--- src/rtl/waveform_phase_acc.sv ---
// Phase accumulator for the waveform generator: FCW step, output offset,
// and FCW hand-over either immediately or at the next phase wrap.

module adder_flex_no_carry #(
    parameter int W = 15
) (
    input  logic [W-1:0] i_a,
    input  logic [W-1:0] i_b,
    input  logic         i_cin,
    output logic [W-1:0] o_sum
);

    assign o_sum = i_a + i_b + W'(i_cin);

endmodule

module waveform_phase_acc #(
    parameter int PHASE_W = 15
) (
    input  logic               i_clk,
    input  logic               i_rst,
    input  logic               i_en,
    input  logic               i_sync,
    input  logic               i_upd_mode,
    input  logic               i_fcw_valid,
    input  logic [PHASE_W-1:0] i_fcw,
    output logic               o_fcw_ready,
    input  logic [PHASE_W-1:0] i_phase_ofs,
    output logic [PHASE_W-1:0] o_phase,
    output logic               o_valid,
    output logic               o_wrap
);

    typedef enum logic [1:0] {
        IDLE = 2'd0,
        RUN  = 2'd1,
        PEND = 2'd2
    } state_t;

    state_t             r_state;
    state_t             w_state_n;
    logic [PHASE_W-1:0] r_acc;
    logic [PHASE_W-1:0] r_fcw_act;
    logic [PHASE_W-1:0] r_fcw_pend;
    logic               r_v1;
    logic               r_w1;

    logic [PHASE_W-1:0] w_nxt;
    logic [PHASE_W-1:0] w_ofs_sum;
    logic               w_wrap;
    logic               w_accept;
    logic [PHASE_W-1:0] w_acc_n;
    logic [PHASE_W-1:0] w_act_n;
    logic [PHASE_W-1:0] w_pend_n;

    adder_flex_no_carry #(.W(PHASE_W)) u_step (
        .i_a   (r_acc),
        .i_b   (r_fcw_act),
        .i_cin (1'b0),
        .o_sum (w_nxt)
    );

    adder_flex_no_carry #(.W(PHASE_W)) u_ofs (
        .i_a   (r_acc),
        .i_b   (i_phase_ofs),
        .i_cin (1'b0),
        .o_sum (w_ofs_sum)
    );

    assign w_wrap      = (w_nxt < r_acc);
    assign o_fcw_ready = (r_state != PEND) & ~i_rst;
    assign w_accept    = i_fcw_valid & o_fcw_ready;

    always_comb begin
        w_state_n = r_state;
        w_acc_n   = r_acc;
        w_act_n   = r_fcw_act;
        w_pend_n  = r_fcw_pend;
        if (i_sync) begin
            // Sync discards continuity, so any word goes live now.
            w_acc_n   = '0;
            w_state_n = i_en ? RUN : IDLE;
            if (r_state == PEND)
                w_act_n = r_fcw_pend;
            if (w_accept)
                w_act_n = i_fcw;
        end else begin
            if (i_en)
                w_acc_n = w_nxt;
            unique case (r_state)
                IDLE: begin
                    if (w_accept)
                        w_act_n = i_fcw;
                    if (i_en)
                        w_state_n = RUN;
                end
                RUN: begin
                    if (!i_en) begin
                        w_state_n = IDLE;
                        if (w_accept)
                            w_act_n = i_fcw;
                    end else if (w_accept) begin
                        if (i_upd_mode) begin
                            w_pend_n  = i_fcw;
                            w_state_n = PEND;
                        end else begin
                            w_act_n = i_fcw;
                        end
                    end
                end
                PEND: begin
                    if (!i_en) begin
                        w_act_n   = r_fcw_pend;
                        w_state_n = IDLE;
                    end else if (w_wrap) begin
                        w_act_n   = r_fcw_pend;
                        w_state_n = RUN;
                    end
                end
                default: w_state_n = IDLE;
            endcase
        end
    end

    always_ff @(posedge i_clk) begin
        if (i_rst) begin
            r_state    <= IDLE;
            r_acc      <= '0;
            r_fcw_act  <= '0;
            r_fcw_pend <= '0;
            r_v1       <= 1'b0;
            r_w1       <= 1'b0;
            o_phase    <= '0;
            o_valid    <= 1'b0;
            o_wrap     <= 1'b0;
        end else begin
            r_state    <= w_state_n;
            r_acc      <= w_acc_n;
            r_fcw_act  <= w_act_n;
            r_fcw_pend <= w_pend_n;
            r_v1       <= i_en & ~i_sync;
            r_w1       <= i_en & w_wrap & ~i_sync;
            o_phase    <= w_ofs_sum;
            o_valid    <= r_v1;
            o_wrap     <= r_w1;
        end
    end

endmodule

--- config.mk ---
export PLATFORM = sky130hd
export DESIGN_NAME = waveform_phase_acc
export DESIGN_NICKNAME = d
export VERILOG_FILES = /design/src/rtl/waveform_phase_acc.sv
export SDC_FILE = /design/constraint.sdc
export NUM_CORES = 1
export LEC_CHECK = 0
export ABC_CLOCK_PERIOD_IN_PS = 3300
export BUFFER_PORTS_ARGS = -buffer_cell sky130_fd_sc_hd__buf_2
export CORE_UTILIZATION = 54
export DETAILED_ROUTE_END_ITERATION = 16
export PLACE_DENSITY = 0.78
export SLEW_MARGIN = 25
export SYNTH_ARGS = -nofsm -noshare
export SYNTH_HDL_FRONTEND = slang
export SYNTH_SLANG_ARGS = --single-unit
export TNS_END_PERCENT = 20
--- constraint.sdc ---
create_clock -name i_clk -period 3.3 [get_ports i_clk]
set_input_delay 0.33 -clock i_clk [delete_from_list [all_inputs] [get_ports i_clk]]
set_output_delay 0.33 -clock i_clk [all_outputs]
set_load 0.1 [all_outputs]
* After elaboration in Yosys (flattened, before gate mapping)
Index checks and enable logic that the tools add are counted.
** Word-level totals
- Input bits :: 36
- Output and inout port bits :: 18
- Register bits :: 66
- Logic and storage cells :: 53
** Operators by class
- Muxes and demuxes :: 19
- Equality and inequality tests :: 9
- $add $sub $neg :: 2
- Bitwise gates (word level) :: 7
- Order comparisons :: 1
- Reduce and logical (&&, ||, !) cells :: 6
** Operator list (count)
- 15-bit two-way mux :: 9
- 15-bit case mux with 3 select lines :: 1
- 15-bit adder :: 2
- 4-bit != test, second input constant :: 4
- 15-bit less-than comparator :: 1
- 2-bit two-way mux :: 7
- 5-bit AND reduction :: 2
- 2-bit case mux with 3 select lines :: 1
- 1-bit bitwise AND :: 5
- 4-bit AND reduction :: 1
- 4-bit nonzero test :: 1
- 3-bit by 1-bit != test with 1-bit output, second input constant :: 1
- 3-bit != test, second input constant :: 1
- 2-bit by 1-bit == test with 1-bit output, second input constant :: 1
- 2-bit == test, second input constant :: 1
- 2-bit zero test :: 1
- 2-bit != test, second input constant :: 1
- 1-bit inverter :: 2
- 2-bit OR reduction :: 1
- 1-bit two-way mux :: 1

* Logic depth before layout (Yosys ltp)
- Depth after elaboration :: 7
- Gate-level depth with buffers :: 16
- Gate-level depth less buffers :: 15

* By module
Synthesis repeated with hierarchy kept, for this count alone.
** Second synthesis, totals
- Cells, all modules :: 593
- Area total of the unflattened synthesis :: 4882.2 µm²
** Modules (own cells, without submodules)
- waveform_phase_acc :: area an instance 3300.7 µm², instances 1, sequential area each 1321.3 µm², cells each 380
- adder_flex_no_carry at u_ofs :: area an instance 803.3 µm², instances 1, sequential area each 0.0 µm², cells each 106
- adder_flex_no_carry at u_step :: area an instance 778.2 µm², instances 1, sequential area each 0.0 µm², cells each 107

* Worst setup path after synthesis
Ideal clock, no wire load.
- Path type :: flip-flop to flip-flop
- From :: register r_acc[0]
- To :: register r_state[1]
- Path slack :: -0.242 ns
- Library setup time :: 0.071 ns
- Stages on the path, launching flop included :: 16
- Clock period less this slack :: 3.542 ns
- Buffers on the path :: 0
- Arrival :: 3.471 ns
- Data required time :: 3.229 ns
- Path through :: dfxtp_1 ha_1 fa_1 a21o_1 o21ai_1 a31oi_2 a32oi_1 a21oi_1 nand2b_1 ha_1 a21oi_1 o21ai_0 a32oi_1 nand2_1 or4_1 a21oi_1
** Between the ends
- Word-level cells in the longest chain between the ends :: 4
** Ends and longest elaborated chain
- start: declaration :: line 42 : logic [PHASE_W-1:0] r_acc;
- start signal: assignment :: line 138 : r_acc <= w_acc_n;
- 15-bit adder :: line 13 : assign o_sum = i_a + i_b + W'(i_cin);
- named net u_step.o_sum[14] :: line 10 : output logic [W-1:0] o_sum
- 15-bit less-than comparator :: line 70 : assign w_wrap = (w_nxt < r_acc);
- 4-bit != test (no source line)
- 4-bit AND reduction (no source line)
- end signal: assignment :: line 137 : r_state <= w_state_n;
- end: declaration :: line 40 : state_t r_state;
The timed path passes the listed nets, and every way through them passes these cells.
A chain may end at the register's enable or synchronous reset.

* Final worst setup path
- From :: register r_fcw_act[0]
- To :: register r_state[1]
** Between the ends
- Word-level cells in the longest chain between the ends :: 4
** Ends and longest elaborated chain
- start: declaration :: line 43 : logic [PHASE_W-1:0] r_fcw_act;
- start signal: assignment :: line 139 : r_fcw_act <= w_act_n;
- 15-bit adder :: line 13
- named net u_step.o_sum[14] :: line 10
- 15-bit less-than comparator :: line 70
- 4-bit != test (no source line)
- 4-bit AND reduction (no source line)
The timed path passes the listed nets, and every way through them passes these cells.

==> metrics.md <==
| Metric | Value |
|---|---|
| CP Max Fanout | 5 |
| Nets | approximately 770 |
| Layout cells sized above 1 | 26.2% |
| FF-to-FF Start | r_fcw_act[0] |
| First-pass GRT wire length | about 22000 um |
| Via/cell ratio | approximately 6.2 |
| Critical path capture point type | flop |
| Via Count | a little under 5000 |
| Io pins | 54 |
| Post-CTS Hold Buffers | 0 |
| Average size of a mapped cell | 8.33 um2 |
| Area Overhead vs Synth | 20.8% |
| Crit share post-route | 109% |
| Fin Clk Skew | about 0.013 ns |
| Die H | slightly below 100 um |
| Top_reg_cell synth | dfxtp_1 |
| Slew @ Worst Pin | just under 0.8 ns |
| Fillers | around 750 |
| Outcome | complete, but fails checks |
| Largest net degree at the start of global routing | 42 |
| CP Launch Type | flop |
| Yosys reg bits | 66 |
| Htree depth | 3 |
| Rows | 34 |
| Synth top cells by count | 66 x dfxtp_1, 61 x nand2_1, 54 x nor2_1 |
| Relative max-transition margin | 48.6% |
| Synthesized Nets | 675 |
| Non-Filler Instances | 796 |
| Post-synth EDFFs | 0 |
| Worst Hold Endpoint | r_fcw_pend[3] |
| Reg2reg end | r_state[1] |
| Sw Share | ~37% |
| Min-Delay Startpoint | i_fcw[3] |
| Yosys top cell by area | dfxtp_1 |
| Final setup fails | 17 |
| Post-synthesis instance total | approximately 600 |
| Most common cell in the netlist | dfxtp_1 |
| Die area | 9500 um2 |
| Hold Path Class | in -> reg |
| Remaining antenna violation count after routing | 0 |
| Area contributors post-synth | dfxtp_1 27%, ha_1 12%, nand2_1 4.7%, nor2_1 4.1%, mux2i_1 4.1% |
| Inst Count DP | 775 |
| Gr usage total | approximately 29% |
| Antenna violations before repair | 0 |
| Comb pwr share | roughly a third |
| Clk sinks | 66 |
| Seq pwr share | approximately 40% |
| Worst reg2reg path depth | 15 |
| Failing checks | negative setup slack |
| Gpl congestion | 0.881 |
| Clk_lat worst skew | 0.36 ns |
| Sequential element share of the synthesized area | 26.8% |
| Unrepaired setup endpoints after global routing | yes |
| WS Path Type | reg -> reg |
| Antenna Cells | 0 |
| Psw | approximately 0.8 mW |
| Pleak | roughly 2.7 nW |
| Hold-critical path depth | 3 |
| Clock Path Buffers | 2 |
| WL/cell | roughly 17 um |
| DR iter-0 viols | 339 |
| Max Cap Violations | 0 |
| CTS tree | yes |
| Crit path DAT | ~3.9 ns |
| Die W | just under 100 um |
| Final worst slack | -0.295 ns |
| Synth top area share | 26.8% |
| Reg clk slew, reported paths | ~0.080 ns |
| Pwr Density | 366 nW/um2 |
| Initial core utilization | 56.2% |
| Final Hold Vio Count | 0 |
| GR Overflow Total | 0 |
| Max VDD drop | ~0.00021 V |
| Synth cell types | 60 |
| Achievable Freq | roughly 0.28 GHz |
| Int Pwr | 1.38 mW |
| Fraction of registers with async set or reset after synthesis | 0% |
| Multi-input logic area | 3470 um2 |
| Synthesized area | between 4000 and 5000 um2 |
| Post-Route WL | 13600 um |
| Crit path required time | 3.58 ns |
| DRC | 0 |
| Vias in the first global route | around 4800 |
| Synth warn | 0 |
| PortBufs | 53 |
| Cts bufs inserted | 9 |
| R2R Setup Slk | -0.30 ns |
| Min Tclk post-route | 3.60 ns |
| Worst slack at placement | -0.378 ns |
| Slew Limit Fails | 0 |
| CTS root buf | clkbuf_8 |
| Total core area | a little under 9000 um2 |
| Pre-antenna DRT Iters | 5 |
| Clock share of power | 28.2% |
| Register Area | roughly 1300 um2 |
| Hpwl dp | roughly 9600 um |
routing by layer:
layer	wire (um)	global-route usage (%)
met1	5940	34.3
met2	6660	50.9
met3	775	4.17
met4	250	10.9
met5	0	0
critical path, stage by stage (launching register included):
cell      delay, ns
dfxtp_2        0.35
ha_4           0.16
fa_2           0.36
a21o_1         0.19
o21ai_2        0.18
a31oi_4        0.15
a211o_1        0.37
a21oi_2        0.13
nand2b_4       0.14
ha_4           0.21
a21oi_2        0.17
o21ai_2        0.11
a32oi_2        0.24
nand2_1        0.11
or4_4          0.50
a21oi_2        0.15
cell families (layout without fill, tap and decap cells):
kind of cell | count (synthesis) | in the layout | share of synthesized area, %
XOR/XNOR | 22 | 22 | 3.91
AO/OA/AOI/OAI | 157 | 157 | 23.8
buffers and inverters | 59 | 156 | 5.11
multiplexers | 37 | 37 | 7.95
flip-flops | 66 | 66 | 26.8
adder cells (fa/ha/maj) | 48 | 48 | 12.5
AND/OR/NAND/NOR | 202 | 202 | 19.9
worst max path at each step:
stage | start | endpoint | slack [ns] | cells after the start
6_report | r_fcw_act[0] | r_state[1] | -0.30 | 15
5_1_grt | r_fcw_act[0] | r_state[1] | -0.40 | 15
4_1_cts | r_fcw_act[0] | r_state[1] | -0.19 | 15
2_1_floorplan | r_fcw_act[0] | r_state[1] | -0.07 | 15
3_3_place_gp | r_fcw_act[0] | r_state[1] | -0.17 | 15
3_5_place_dp | r_fcw_act[0] | r_state[1] | -0.38 | 15
through the flow:
stage | hold WS (ns) | utilization [%] | TNS [ns] | cell area, um2 | power (mW)
6_report | 0.261 | 67.9 | -3.57 | 5950 | 2.18
3_3_place_gp | 0.424 | 64.5 | -0.975 | 5650 | 1.52
5_1_grt | 0.269 | 67.9 | -6.13 | 5950 | 2.27
3_5_place_dp | 0.448 | 64.5 | -3.99 | 5650 | 1.54
4_1_cts | 0.258 | 67.2 | -1.37 | 5890 | 2.16
2_1_floorplan | 0.414 | - | -0.0878 | 4960 | 1.35
cell type report:
class	count	area share [%]
sequential	66	22.3
clock buffer	10	2.31
timing repair buffer	118	12.9
multi-input combinational	466	58.3
clock inverter	6	0.547
inverter	22	1.39
tap	108	2.27
state kept, by name, summed over array words and instances (netlist names), 2 cells and up:
signal      count
o_phase        15
r_acc          15
r_fcw_act      15
r_fcw_pend     15
r_state         2
power groups by stage:
stage	Clock, mW	Combinational (mW)	Sequential [mW]
floorplan	0	0.365	0.985
global placement	0	0.639	0.879
detailed placement	0	0.663	0.880
CTS	0.621	0.677	0.863
global route	0.654	0.752	0.868
finish	0.615	0.701	0.864
placed cells by master (no fill, tap or decap), types with 7 or more instances in the layout:
| cell | netlist | layout |
|---|---|---|
| o21ai_1 | 3 | 18 |
| buf_4 | 0 | 63 |
| a21o_1 | 11 | 11 |
| and3_1 | 7 | 7 |
| mux2i_1 | 20 | 20 |
| a311oi_1 | 16 | 15 |
| a221oi_1 | 15 | 15 |
| xnor2_1 | 9 | 9 |
| dfxtp_1 | 66 | 64 |
| inv_1 | 22 | 22 |
| nand2_1 | 61 | 61 |
| nor2_1 | 54 | 53 |
| mux2_2 | 17 | 17 |
| nor2b_1 | 22 | 22 |
| clkbuf_8 | 0 | 10 |
| a31oi_1 | 9 | 9 |
| nor3_1 | 8 | 8 |
| o21ai_0 | 28 | 10 |
| xor2_1 | 13 | 13 |
| nand3_1 | 24 | 24 |
| ha_1 | 46 | 43 |
| a32o_1 | 15 | 15 |
| a21oi_1 | 23 | 20 |
| buf_2 | 2 | 53 |
what timing repair did:
action                     CTS  global route
setup buffers                2             2
pin swaps                   11             3
cloned                       0             1
gates resized for setup     24            13
setup endpoints to repair   17            18
Power figures use the tool's default switching activity.
